File: src/rtl/tx_msg_sequencer_if.sv
// Host/transmitter-side signal bundle for tx_msg_sequencer: buffer write port,
// pass control, transmitter handshake and status.
interface tx_msg_sequencer_if #(
   parameter int DATA_W = 8,
   parameter int DEPTH  = 16
);
   localparam int AW = $clog2(DEPTH);

   logic              WrEn;
   logic [AW-1:0]     WrAddr;
   logic [DATA_W-1:0] WrData;
   logic [AW:0]       MsgLen;
   logic              Start;
   logic              Repeat;
   logic              TxEmpty;
   logic [DATA_W-1:0] TxData;
   logic              XMitGo;
   logic              Busy;
   logic              Done;
   logic [2:0]        OutState;

   modport master (
      output WrEn, WrAddr, WrData, MsgLen, Start, Repeat, TxEmpty,
      input  TxData, XMitGo, Busy, Done, OutState
   );

   modport slave (
      input  WrEn, WrAddr, WrData, MsgLen, Start, Repeat, TxEmpty,
      output TxData, XMitGo, Busy, Done, OutState
   );
endinterface

File: src/rtl/tx_msg_sequencer.sv
// Message buffer sequencer: plays MsgLen buffered symbols to a transmitter one handshake
// at a time, optionally repeating after an idle gap. Macro TX_MSG_SEQUENCER_CRLF_EN appends CR LF.
module tx_msg_sequencer #(
   parameter int DATA_W     = 8,
   parameter int DEPTH      = 16,
   parameter int GAP_CYCLES = 50_000_000
) (
   input  logic              clk,
   input  logic              rst,
   tx_msg_sequencer_if.slave bus
);
   localparam int AW = $clog2(DEPTH);
   localparam int GW = (GAP_CYCLES > 0) ? $clog2(GAP_CYCLES + 1) : 1;
   // GAP occupies GAP_CYCLES cycles, with a floor of one cycle when GAP_CYCLES is 0
   localparam logic [GW-1:0] GAP_LAST = (GAP_CYCLES > 0) ? GW'(GAP_CYCLES - 1) : '0;
   localparam logic [AW:0]   LEN_MAX  = (AW+1)'(DEPTH);

   typedef enum logic [2:0] {
      IDLE       = 3'd0,
      FETCH      = 3'd1,
      SEND       = 3'd2,
      WAIT_BUSY  = 3'd3,
      WAIT_EMPTY = 3'd4,
      GAP        = 3'd5
   } state_t;

   state_t            state;
   logic [AW-1:0]     idx;
   logic [AW-1:0]     lastIdx;
   logic [GW-1:0]     gapCnt;
   logic [DATA_W-1:0] rdData;
   logic [DATA_W-1:0] txData;
   logic              xmitGo;
   logic              done;
   logic [AW:0]       lenClamp;
   logic [DATA_W-1:0] sendData;
   logic [DATA_W-1:0] mem [DEPTH];

   assign bus.TxData   = txData;
   assign bus.XMitGo   = xmitGo;
   assign bus.Done     = done;
   assign bus.Busy     = (state != IDLE);
   assign bus.OutState = state;

   always_comb begin
      lenClamp = (bus.MsgLen > LEN_MAX) ? LEN_MAX : bus.MsgLen;
   end

   // Buffer is only writable while idle; no reset so contents survive rst
   always_ff @(posedge clk) begin
      if (bus.WrEn && state == IDLE && {1'b0, bus.WrAddr} < LEN_MAX)
         mem[bus.WrAddr] <= bus.WrData;
   end

`ifdef TX_MSG_SEQUENCER_CRLF_EN
   // tail: 0 = buffer symbols, 1 = CR, 2 = LF
   logic [1:0] tail;

   always_comb begin
      case (tail)
         2'd0:    sendData = rdData;
         2'd1:    sendData = DATA_W'(8'h0D);
         default: sendData = DATA_W'(8'h0A);
      endcase
   end
`else
   assign sendData = rdData;
`endif

   always_ff @(posedge clk or negedge rst) begin
      if (!rst) begin
         state   <= IDLE;
         idx     <= '0;
         lastIdx <= '0;
         gapCnt  <= '0;
         rdData  <= '0;
         txData  <= '0;
         xmitGo  <= 1'b0;
         done    <= 1'b0;
`ifdef TX_MSG_SEQUENCER_CRLF_EN
         tail    <= 2'd0;
`endif
      end else begin
         xmitGo <= 1'b0;
         done   <= 1'b0;
         case (state)
            IDLE: begin
               if (bus.Start && bus.MsgLen != '0) begin
                  lastIdx <= AW'(lenClamp - (AW+1)'(1));
                  idx     <= '0;
                  state   <= FETCH;
               end
            end
            FETCH: begin
               rdData <= mem[idx];
               state  <= SEND;
            end
            SEND: begin
               if (bus.TxEmpty) begin
                  txData <= sendData;
                  xmitGo <= 1'b1;
                  state  <= WAIT_BUSY;
               end
            end
            WAIT_BUSY: begin
               if (!bus.TxEmpty)
                  state <= WAIT_EMPTY;
            end
            WAIT_EMPTY: begin
               if (bus.TxEmpty) begin
`ifdef TX_MSG_SEQUENCER_CRLF_EN
                  if (tail == 2'd0 && idx != lastIdx) begin
                     idx   <= idx + AW'(1);
                     state <= FETCH;
                  end else if (tail != 2'd2) begin
                     tail  <= tail + 2'd1;
                     state <= FETCH;
                  end else begin
                     tail   <= 2'd0;
                     done   <= 1'b1;
                     gapCnt <= '0;
                     state  <= GAP;
                  end
`else
                  if (idx != lastIdx) begin
                     idx   <= idx + AW'(1);
                     state <= FETCH;
                  end else begin
                     done   <= 1'b1;
                     gapCnt <= '0;
                     state  <= GAP;
                  end
`endif
               end
            end
            GAP: begin
               if (gapCnt == GAP_LAST) begin
                  gapCnt <= '0;
                  idx    <= '0;
                  state  <= bus.Repeat ? FETCH : IDLE;
               end else begin
                  gapCnt <= gapCnt + GW'(1);
               end
            end
            default: state <= IDLE;
         endcase
      end
   end
endmodule

File: src/flat_wrapper.sv
// flat-port wrapper written by rule: the top's interface ports become plain ports
module tx_msg_sequencer_flat 
#(
   parameter int DATA_W     = 8,
   parameter int DEPTH      = 16,
   parameter int GAP_CYCLES = 50_000_000
)
  (clk, rst, bus_WrEn, bus_WrAddr, bus_WrData, bus_MsgLen, bus_Start, bus_Repeat, bus_TxEmpty, bus_TxData, bus_XMitGo, bus_Busy, bus_Done, bus_OutState);
  tx_msg_sequencer_if #(.DATA_W(DATA_W), .DEPTH(DEPTH)) bus_i ();
  input  logic clk;
  input  logic rst;
  input wire logic [$bits(bus_i.WrEn)-1:0] bus_WrEn;
  input wire logic [$bits(bus_i.WrAddr)-1:0] bus_WrAddr;
  input wire logic [$bits(bus_i.WrData)-1:0] bus_WrData;
  input wire logic [$bits(bus_i.MsgLen)-1:0] bus_MsgLen;
  input wire logic [$bits(bus_i.Start)-1:0] bus_Start;
  input wire logic [$bits(bus_i.Repeat)-1:0] bus_Repeat;
  input wire logic [$bits(bus_i.TxEmpty)-1:0] bus_TxEmpty;
  output wire logic [$bits(bus_i.TxData)-1:0] bus_TxData;
  output wire logic [$bits(bus_i.XMitGo)-1:0] bus_XMitGo;
  output wire logic [$bits(bus_i.Busy)-1:0] bus_Busy;
  output wire logic [$bits(bus_i.Done)-1:0] bus_Done;
  output wire logic [$bits(bus_i.OutState)-1:0] bus_OutState;
  assign bus_i.WrEn = bus_WrEn;
  assign bus_i.WrAddr = bus_WrAddr;
  assign bus_i.WrData = bus_WrData;
  assign bus_i.MsgLen = bus_MsgLen;
  assign bus_i.Start = bus_Start;
  assign bus_i.Repeat = bus_Repeat;
  assign bus_i.TxEmpty = bus_TxEmpty;
  assign bus_TxData = bus_i.TxData;
  assign bus_XMitGo = bus_i.XMitGo;
  assign bus_Busy = bus_i.Busy;
  assign bus_Done = bus_i.Done;
  assign bus_OutState = bus_i.OutState;
  tx_msg_sequencer #(.DATA_W(DATA_W), .DEPTH(DEPTH), .GAP_CYCLES(GAP_CYCLES)) u_core (.clk(clk), .rst(rst), .bus(bus_i));
endmodule
File: config.mk
export PLATFORM = sky130hd
export DESIGN_NAME = tx_msg_sequencer_flat
export DESIGN_NICKNAME = d
export VERILOG_FILES = /design/src/rtl/tx_msg_sequencer_if.sv /design/src/rtl/tx_msg_sequencer.sv /design/src/flat_wrapper.sv
export SDC_FILE = /design/constraint.sdc
export NUM_CORES = 1
export LEC_CHECK = 0
export CORE_UTILIZATION = 41
export CTS_BUF_LIST = sky130_fd_sc_hd__clkbuf_2
export DETAILED_ROUTE_END_ITERATION = 10
export PLACE_DENSITY_LB_ADDON = 0.3
export SLEW_MARGIN = 10
export SYNTH_ARGS = -nofsm -noshare
export SYNTH_HDL_FRONTEND = slang
export SYNTH_SLANG_ARGS = --single-unit
File: constraint.sdc
create_clock -name clk -period 2.9 [get_ports clk]
set_input_delay 0.58 -clock clk [delete_from_list [all_inputs] [get_ports clk]]
set_output_delay 0.58 -clock clk [all_outputs]
set_load 0.01 [all_outputs]
==> results of run 1 <==
==> synth_stat cells (3+ instances only) <==
| cell | number |
|---|---|
| sky130_fd_sc_hd__nand3_1 | 27 |
| sky130_fd_sc_hd__and2_1 | 3 |
| sky130_fd_sc_hd__inv_1 | 17 |
| sky130_fd_sc_hd__nor3_1 | 11 |
| sky130_fd_sc_hd__xor2_1 | 4 |
| sky130_fd_sc_hd__mux2_2 | 17 |
| sky130_fd_sc_hd__nand2b_1 | 5 |
| sky130_fd_sc_hd__o21ai_1 | 6 |
| sky130_fd_sc_hd__dfrtp_1 | 55 |
| sky130_fd_sc_hd__edfxtp_1 | 128 |
| sky130_fd_sc_hd__clkbuf_1 | 9 |
| sky130_fd_sc_hd__a22o_1 | 3 |
| sky130_fd_sc_hd__ha_1 | 3 |
| sky130_fd_sc_hd__and3_1 | 8 |
| sky130_fd_sc_hd__nand4_1 | 11 |
| sky130_fd_sc_hd__a31oi_1 | 9 |
| sky130_fd_sc_hd__buf_4 | 4 |
| sky130_fd_sc_hd__o21ai_0 | 7 |
| sky130_fd_sc_hd__nor2b_1 | 4 |
| sky130_fd_sc_hd__nor2_1 | 26 |
| sky130_fd_sc_hd__mux2i_1 | 12 |
| sky130_fd_sc_hd__buf_2 | 5 |
| sky130_fd_sc_hd__a21oi_1 | 20 |
| sky130_fd_sc_hd__nand2_1 | 19 |
| sky130_fd_sc_hd__mux4_2 | 40 |
==> power breakdown <==
part	internal (uW)	switching [uW]	leakage, uW	total, uW
logic	901	718	0.00110	1620
clock network	512	920	0.000163	1430
registers	3170	376	0.00182	3540
==> what timing repair did <==
action,4_1_cts,5_1_grt
hold endpoints to repair,28,0
setup endpoints to repair,1,1
hold buffers,1,0
buffers inserted,0,6
gates resized for setup,1,2
==> through the flow <==
step	instance area [um^2]	TNS [ns]
floorplan	7810	0
global placement	8600	0
detailed placement	8600	0
CTS	8880	0
global route	8930	-0.000383
finish	8930	0
==> layout make-up <==
class                   count  area share
multi-input cells         271       0.272
clock inverters            14      0.0206
repair buffers             71      0.0723
clock buffers              18      0.0101
diodes                      1    0.000280
flip-flops and latches    183       0.585
inverters                  17     0.00714
well taps                 234      0.0328
==> logic make-up after synthesis <==
kind of cell,count (synthesis)
xor+xnor,6
buf+inv,38
compound gates,60
flops,183
simple gates,132
fa+ha+maj,3
mux,70
==> path summary, 6_finish.rpt <==
| check | from | endpoint | slack, ns |
|---|---|---|---|
| max | u_core.bus.OutState[2] | bus_Busy | 0.16 |
| max reg2reg | u_core.gapCnt[16] | u_core.idx[0] | 0.49 |
| min in group clk | bus_MsgLen[0] | u_core.lastIdx[0] | 0.44 |
| min reg2reg | u_core.gapCnt[15] | u_core.gapCnt[15] | 0.50 |
| max in group asynchronous | rst | u_core.gapCnt[21] | 1.87 |
| min | rst | u_core.idx[3] | 0.36 |
==> state kept, by name (all words and copies together) (netlist names) <==
| name | flops |
|---|---|
| u_core.bus.OutState | 3 |
| u_core.lastIdx | 4 |
| u_core.bus.Done | 1 |
| u_core.bus.TxData | 8 |
| u_core.mem | 128 |
| u_core.rdData | 8 |
| u_core.idx | 4 |
| u_core.bus.XMitGo | 1 |
| u_core.gapCnt | 26 |
==> worst max-delay path, delay by kind of cell, from the launching register on <==
| family | cells | cell delay, ns |
|---|---|---|
| buf+inv | 3 | 0.71 |
| flops | 1 | 0.52 |
| simple gates | 1 | 0.19 |
==> layer usage <==
layer | wire length, um | GRT usage
met5 | 0 | 0
met4 | 192 | 0.0544
met3 | 610 | 0.0462
met2 | 7610 | 0.271
met1 | 6770 | 0.215
==> results.ini, run 1 <==
[status]
run_status = finished clean

[drt]
drt-wirelength-per-cell_um = 18.8
postRouteAntennaNets = 0
number_of_drc_violations_after_detailed_routing_iteration_0 = 353
route.detailed.drc = 0
detailed_route_via_count = 4481
detail_route.vias_per_cell = 5.54
drtPass1Iterations = 4
wl_um = 15200

[yosys]
proportion_of_synthesized_chip_area_in_sequential_cells = 0.668
synth_simple_gate_area_frac = 0.0943
yosys_warnings = 0
synth-edff-count = 128
synth_top_cells_by_area = sky130_fd_sc_hd__edfxtp_1 49%, sky130_fd_sc_hd__dfrtp_1 18%, sky130_fd_sc_hd__mux4_2 12%
yosys.area.top_type = sky130_fd_sc_hd__edfxtp_1
fraction_of_the_mapped_netlist_area_in_compound_gates = 0.0473
netlist-cell-type-count = 53
synth_area_per_cell_um2 = 15.9
combinational_family_with_the_most_area_after_synthesis = multiplexers
proportion_of_synthesized_flip_flops_having_asynchronous_set_or_reset = 0.301
synth_xor_xnor_area_share = 0.00673
post_synthesis_cell_area_um2 = 7810
synth.top_cell.area_share = 0.492
syn-instance-count = 492
ys_seq_elements = 183
synth_nets = 518
yosys_most_used_dff = sky130_fd_sc_hd__edfxtp_1
synthAdderAreaFrac = 0.00481
post_synth_mux_area_share = 0.157

[clock_network]
h-tree-depth = 4
clockBufferDepth = 2
numCtsBuffers = 17
tritoncts_num_sinks = 183
worst_skew_pair.late_latency_ns = 0.75
clock_tree_from_tritoncts = yes
cell_at_the_root_of_the_clock_tree = sky130_fd_sc_hd__clkbuf_2
clk_slew_on_worst_s_h_paths_ns = 0.27

[timing]
fmax_mhz = 365
worst_slew_pin_slew_ns = 0.856
slew_headroom = 0.425
number_of_slew_limit_violations_in_the_final_report = 0
skew_ns = 0.0377
timing.final.setup_violations = 0
period_minus_slack_ns = 2.74
period_share = 0.945
setup_slack_ns = 0.160
fin_hold_ws_ns = 0.358
finalHoldViolCount = 0

[finish]
seq_area_um2 = 5230
num-fill-cells = 1587
area_growth_pct = 14.3
layout.cells.non_filler = 809
mostFrequentLayoutCell = sky130_fd_sc_hd__edfxtp_1
drive_above_1_share = 0.233
mostFrequentLayoutCells = 128 x sky130_fd_sc_hd__edfxtp_1, 51 x sky130_fd_sc_hd__dfrtp_1, 40 x sky130_fd_sc_hd__mux4_2, 35 x sky130_fd_sc_hd__clkdlybuf4s50_1, 32 x sky130_fd_sc_hd__buf_4
nets = 587
multi_input_comb_area_um2 = 2430
utilization = 0.477

[hold_path]
min-delay-path-class = input pin to asynchronous set/reset pin

[grt]
number_of_global_route_vias_before_repair = 4517
grt_use_total = 0.166
grt_max_degree = 36
grt_antenna_before_repair = 1
grt_overflow = 0
grt_pass1_wl_um = 24300

[place]
dp_slack_ns = 0.274
dp.final_hpwl_um = 10300
placed_cells = 769
gp_congestion = 0.835
io_buffers = 36

[worst_setup_path]
worstPathCellList = nor3_1 -> buf_4 -> inv_1 -> clkdlybuf4s50_1
cp_slowest_stage_delay_ns = 0.52
setup_crit_end_kind = primary output
critPathArrivalTime_ns = 2.16
worstSetupStartpointType = flip-flop
worst_r2r_path_depth = 5
critical_path_peak_fanout = 7
timing_worst_setup_path_type = flip-flop to primary output
crit_path_top_delay_cell = sky130_fd_sc_hd__dfrtp_2
cp_data_required_time_ns = 2.32

[die]
die_x_um = 140
overall_die_area_um2 = 19600
placement_rows = 50
floorplan.io_pins = 37
core_region_area_um2 = 18700
die_h_um = 140
initial_util = 0.418

[pwr]
max-vdd-ir-drop_mv = 0.321
static_leakage_uw = 0.00308
power.total_uw = 6590
powerDensity_nw_per_um2 = 738

[flow_run]
maxCapViolations = 0

No activity file was read; power rests on OpenSTA's default activity.
==> inputs of run 2 (changes only) <==
--- a/config.mk
+++ b/config.mk
@@ -5,6 +5,7 @@
 export SDC_FILE = /design/constraint.sdc
 export NUM_CORES = 1
 export LEC_CHECK = 0
+export CORE_MARGIN = 2
 export CORE_UTILIZATION = 41
 export CTS_BUF_LIST = sky130_fd_sc_hd__clkbuf_2
 export DETAILED_ROUTE_END_ITERATION = 10
==> run 2 against run 1 <==
Utilization is essentially flat. Clock power decreased by 3%. Design area about the same. Worst setup slack better by 0.047 ns. First-iteration DRC count fell by 6.2%. Critical path type unchanged.
==> results.ini, run 2 (synthesis results as in run 1) <==
[finish]
mostFrequentLayoutCell = sky130_fd_sc_hd__edfxtp_1
utilization = 0.478
num-fill-cells = 1598
finish.instance_area_um2 = 8930
largest_register_ff_count = 128
layout_top_registers = u_core.mem x128, u_core.gapCnt x26
nets = 587
multi_input_comb_area_um2 = 2430
most_flops_register = u_core.mem
layout.cells.non_filler = 809
seq_area_um2 = 5230
drive_above_1_share = 0.237
mostFrequentLayoutCells = 128 x sky130_fd_sc_hd__edfxtp_1, 51 x sky130_fd_sc_hd__dfrtp_1, 40 x sky130_fd_sc_hd__mux4_2, 35 x sky130_fd_sc_hd__clkdlybuf4s50_1, 33 x sky130_fd_sc_hd__buf_4
area_growth_pct = 14.4

[timing]
timing.final.setup_violations = 0
finalHoldViolCount = 0
setup_slack_ns = 0.207
fmax_mhz = 371
period_share = 0.929
number_of_slew_limit_violations_in_the_final_report = 0
fin_tns_setup_ns = 0
skew_ns = 0.0306
rsz_0062_raised_after_global_routing = no
slew_headroom = 0.435
worst_slew_pin_slew_ns = 0.840
period_minus_slack_ns = 2.69

[worst_setup_path]
timing_worst_setup_path_type = flip-flop to primary output
crit_path_top_delay_cell = sky130_fd_sc_hd__dfrtp_2
critical_path_peak_fanout = 8
worstPathCellList = nor3_2 -> buf_4 -> inv_1 -> clkdlybuf4s50_1
worstSetupStartpointType = flip-flop
crit_path_end = bus_Busy
cp_slowest_stage_delay_ns = 0.52
cp_data_required_time_ns = 2.32
worst_r2r_endpoint = u_core.idx[0]
setup_crit_end_kind = primary output
worst_r2r_path_depth = 5
r2r-start = u_core.gapCnt[16]
crit_path_start = u_core.bus.OutState[2]
critPathArrivalTime_ns = 2.11
setup.reg_to_reg.worst_slack_ns = 0.45

[drt]
drt-wirelength-per-cell_um = 18.1
met2_wirelength_um = 7380
detailed_route_via_count = 4431
topRoutingLayerUsed = met4
route.detailed.drc = 0
drtPass1Iterations = 4
wl_met3_um = 527
detail_route.vias_per_cell = 5.48
wl_um = 14700
postRouteAntennaNets = 0
m1WireLength_um = 6600
number_of_drc_violations_after_detailed_routing_iteration_0 = 331

[hold_path]
min-delay-path-class = input pin to asynchronous set/reset pin

[flow_run]
maxCapViolations = 0

[clock_network]
clk_slew_on_worst_s_h_paths_ns = 0.29
tritoncts_num_sinks = 183
clock_tree_from_tritoncts = yes
clockBufferDepth = 2
worst_skew_pair.late_latency_ns = 0.74
cell_at_the_root_of_the_clock_tree = sky130_fd_sc_hd__clkbuf_2
h-tree-depth = 4
numCtsBuffers = 17

[place]
dp.final_hpwl_um = 10100
placed_cells = 769
io_buffers = 36
gp_congestion = 0.819
dp_slack_ns = 0.265
placement.cell_area_um2 = 8580

[grt]
grt_pass1_wl_um = 23600
grt_overflow = 0
number_of_global_route_vias_before_repair = 4463
grt_max_degree = 36
grt_use_total = 0.154
grt_antenna_before_repair = 1

[die]
die_h_um = 142
initial_util = 0.418
placement_rows = 50
overall_die_area_um2 = 20200
die_x_um = 142
core_region_area_um2 = 18700
floorplan.io_pins = 37

[pwr]
static_leakage_uw = 0.00308
powerDensity_nw_per_um2 = 732
max-vdd-ir-drop_mv = 0.397

[status]
run_status = finished clean

==> run 2: how the worst min path moves through the flow <==
stage | to | slack [ns] | cells past startpoint
after floorplan | u_core.bus.Done | 0.28 | 0
after global placement | u_core.gapCnt[15] | 0.47 | 1
after detailed placement | u_core.gapCnt[15] | 0.48 | 1
after CTS | u_core.rdData[3] | 0.18 | 2
after global routing | u_core.rdData[3] | 0.19 | 2
final | u_core.gapCnt[2] | 0.25 | 2
==> run 2: repair_timing <==
action	in CTS	in global routing
hold endpoints to repair	16	0
endpoints found under the setup margin	1	1
gates cloned	0	0
resized for setup	1	3
buffers inserted	0	6
hold buffers	1	0
==> run 2: power breakdown <==
group	switching, uW	total (uW)	internal, uW	leakage (uW)
Combinational	702	1590	890	0.00110
Clock	1010	1390	388	0.000166
Sequential	387	3550	3170	0.00182
==> run 2: metrics by stage <==
| step | hold WS (ns) | total power (uW) |
|---|---|---|
| after floorplan | 0.284 | 4570 |
| after global placement | 0.468 | 5110 |
| after detailed placement | 0.476 | 5170 |
| after CTS | 0.180 | 6570 |
| after global routing | 0.193 | 6920 |
| final | 0.246 | 6540 |
==> run 2: layer usage <==
metal,up-vias,global-route usage
met5,-,0
met4,0,0.0458
met3,10,0.0350
met2,80,0.258
met1,2257,0.203
li1,2084,-
==> run 2: worst max-delay path: cells and delay by family (launching register included) <==
kind / cells / cell delay (ns)
buffers and inverters: 3 / 0.67
DFF: 1 / 0.52
and+or+nand+nor: 1 / 0.18
==> run 2: cell type report <==
class                           instances  area share
Clock inverter                         15      0.0221
Multi-Input combinational cell        271       0.272
Timing Repair Buffer                   71      0.0709
Inverter                               17     0.00714
Clock buffer                           17     0.00953
Tap cell                              234      0.0328
Antenna cell                            1    0.000280
Sequential cell                       183       0.585
==> inputs of run 3 (changes only) <==
--- a/config.mk
+++ b/config.mk
@@ -5,7 +5,7 @@
 export SDC_FILE = /design/constraint.sdc
 export NUM_CORES = 1
 export LEC_CHECK = 0
-export CORE_MARGIN = 2
+export CORE_MARGIN = 1.5
 export CORE_UTILIZATION = 41
 export CTS_BUF_LIST = sky130_fd_sc_hd__clkbuf_2
 export DETAILED_ROUTE_END_ITERATION = 10
==> run 3 against run 2 <==
Count of clock-buffer cells in the layout unchanged. Utilization is 0.053 points lower. Wire length rose by 3.0%. Worst setup slack got worse by 0.0070 ns. Die area is 1.4% lower. Global-route usage increased by 0.85 points. Total power is 0.64% higher. Sequential cell count unchanged. Critical endpoint unchanged. Largest cell class unchanged.
==> results.ini, run 3 (synthesis results as in run 1) <==
[drt]
postRouteAntennaNets = 0
met2_wirelength_um = 7720
detail_route.vias_per_cell = 5.55
topRoutingLayerUsed = met4
detailed_route_via_count = 4481
wl_met3_um = 615
drtPass1Iterations = 5
number_of_drc_violations_after_detailed_routing_iteration_0 = 440
wl_um = 15100
m1WireLength_um = 6550
drt-wirelength-per-cell_um = 18.7
route.detailed.drc = 0

[grt]
grt_max_degree = 36
grt_use_total = 0.163
grt_overflow = 0
number_of_global_route_vias_before_repair = 4566
grt_pass1_wl_um = 24600
grt_antenna_before_repair = 1

[pwr]
power.share.switching = 0.316
static_leakage_uw = 0.00307
p_comb_frac = 0.245
part_of_the_total_power_dissipated_in_sequential_elements = 0.538
p_int_uw = 4500
switchingPower_uw = 2080
powerDensity_nw_per_um2 = 738
share_clk_of_total_power = 0.218
max-vdd-ir-drop_mv = 0.260

[place]
placed_cells = 768
gp_congestion = 0.834
dp.final_hpwl_um = 10200
io_buffers = 36
dp_slack_ns = 0.266

[die]
die_h_um = 141
overall_die_area_um2 = 19900
placement_rows = 50
core_region_area_um2 = 18700
die_x_um = 141
floorplan.io_pins = 37
initial_util = 0.418

[clock_network]
numCtsBuffers = 17
cell_at_the_root_of_the_clock_tree = sky130_fd_sc_hd__clkbuf_2
tritoncts_num_sinks = 183
clockBufferDepth = 2
clock_tree_from_tritoncts = yes
clk_slew_on_worst_s_h_paths_ns = 0.28
worst_skew_pair.late_latency_ns = 0.77
h-tree-depth = 4

[finish]
mostFrequentLayoutCells = 128 x sky130_fd_sc_hd__edfxtp_1, 51 x sky130_fd_sc_hd__dfrtp_1, 40 x sky130_fd_sc_hd__mux4_2, 35 x sky130_fd_sc_hd__clkdlybuf4s50_1, 32 x sky130_fd_sc_hd__buf_4
mostFrequentLayoutCell = sky130_fd_sc_hd__edfxtp_1
drive_above_1_share = 0.234
layout_top_registers = u_core.mem x128, u_core.gapCnt x26
most_flops_register = u_core.mem
area_growth_pct = 14.2
layout.cells.non_filler = 808
utilization = 0.477
nets = 586
largest_register_ff_count = 128

[flow_run]
maxCapViolations = 0

[timing]
fin_tns_setup_ns = 0
finalHoldViolCount = 0
rsz_0062_raised_after_global_routing = no
worst_slew_pin_slew_ns = 0.890
fin_hold_ws_ns = 0.282
slew_headroom = 0.402
skew_ns = 0.0412
period_share = 0.931
period_minus_slack_ns = 2.70
number_of_slew_limit_violations_in_the_final_report = 0
timing.final.setup_violations = 0
fmax_mhz = 370
setup_slack_ns = 0.200

[worst_setup_path]
critPathArrivalTime_ns = 2.12
timing_worst_setup_path_type = flip-flop to primary output
setup_crit_end_kind = primary output
cp_data_required_time_ns = 2.32
worstSetupStartpointType = flip-flop
critical_path_peak_fanout = 7

[status]
run_status = finished clean

[hold_path]
min-delay-path-class = input pin to asynchronous set/reset pin

run 3: layout make-up:
| class | count | area (um^2) |
|---|---|---|
| Antenna cell | 1 | 2.50 |
| Multi-Input combinational cell | 271 | 2430 |
| Fill cell | 1590 | 9780 |
| Tap cell | 234 | 293 |
| Clock buffer | 17 | 85.1 |
| Clock inverter | 15 | 200 |
| Sequential cell | 183 | 5230 |
| Timing Repair Buffer | 70 | 626 |
| Inverter | 17 | 63.8 |
run 3: layer usage:
metal / global-route usage / vias up
met2: 0.274 / 88
li1: - / 2069
met1: 0.211 / 2308
met4: 0.0488 / 0
met5: 0 / -
met3: 0.0387 / 16
run 3: worst max-delay path, cell delays in order (launching register included):
cell	delay, ns
sky130_fd_sc_hd__dfrtp_2	0.51
sky130_fd_sc_hd__nor3_1	0.19
sky130_fd_sc_hd__buf_4	0.19
sky130_fd_sc_hd__inv_1	0.05
sky130_fd_sc_hd__clkdlybuf4s50_1	0.46
run 3: final timing paths:
check                                  startpoint                 to  slack [ns]  cells after the start
hold reg to reg                 u_core.gapCnt[15]  u_core.gapCnt[15]        0.50                      1
setup reg to reg                u_core.gapCnt[18]      u_core.idx[0]        0.48                      5
min in group clk                    bus_MsgLen[0]  u_core.lastIdx[0]        0.47                      2
max in group asynchronous                     rst  u_core.gapCnt[13]        1.98                      3
setup / recovery           u_core.bus.OutState[2]           bus_Busy        0.20                      4
hold / removal                                rst   u_core.gapCnt[8]        0.28                      2
run 3: stage by stage:
step / power, uW / instance area (um^2)
global placement: 5100 / 8580
floorplan: 4570 / 7810
finish: 6580 / 8920
detailed placement: 5160 / 8580
global route: 6960 / 8920
CTS: 6580 / 8870
run 3: power by group through the flow:
stage,combinational (uW),sequential [uW],clock (uW)
after floorplan,1070,3500,0
after global placement,1520,3580,0
after detailed placement,1560,3610,0
after CTS,1560,3550,1470
after global routing,1770,3600,1580
final,1610,3540,1430
run 3: repair_timing:
item                       in CTS  in global routing
hold endpoints to repair       20                  0
resized for setup               0                  3
setup buffers                   0                  6
setup endpoints to repair       0                  1
hold buffers                    1                  0
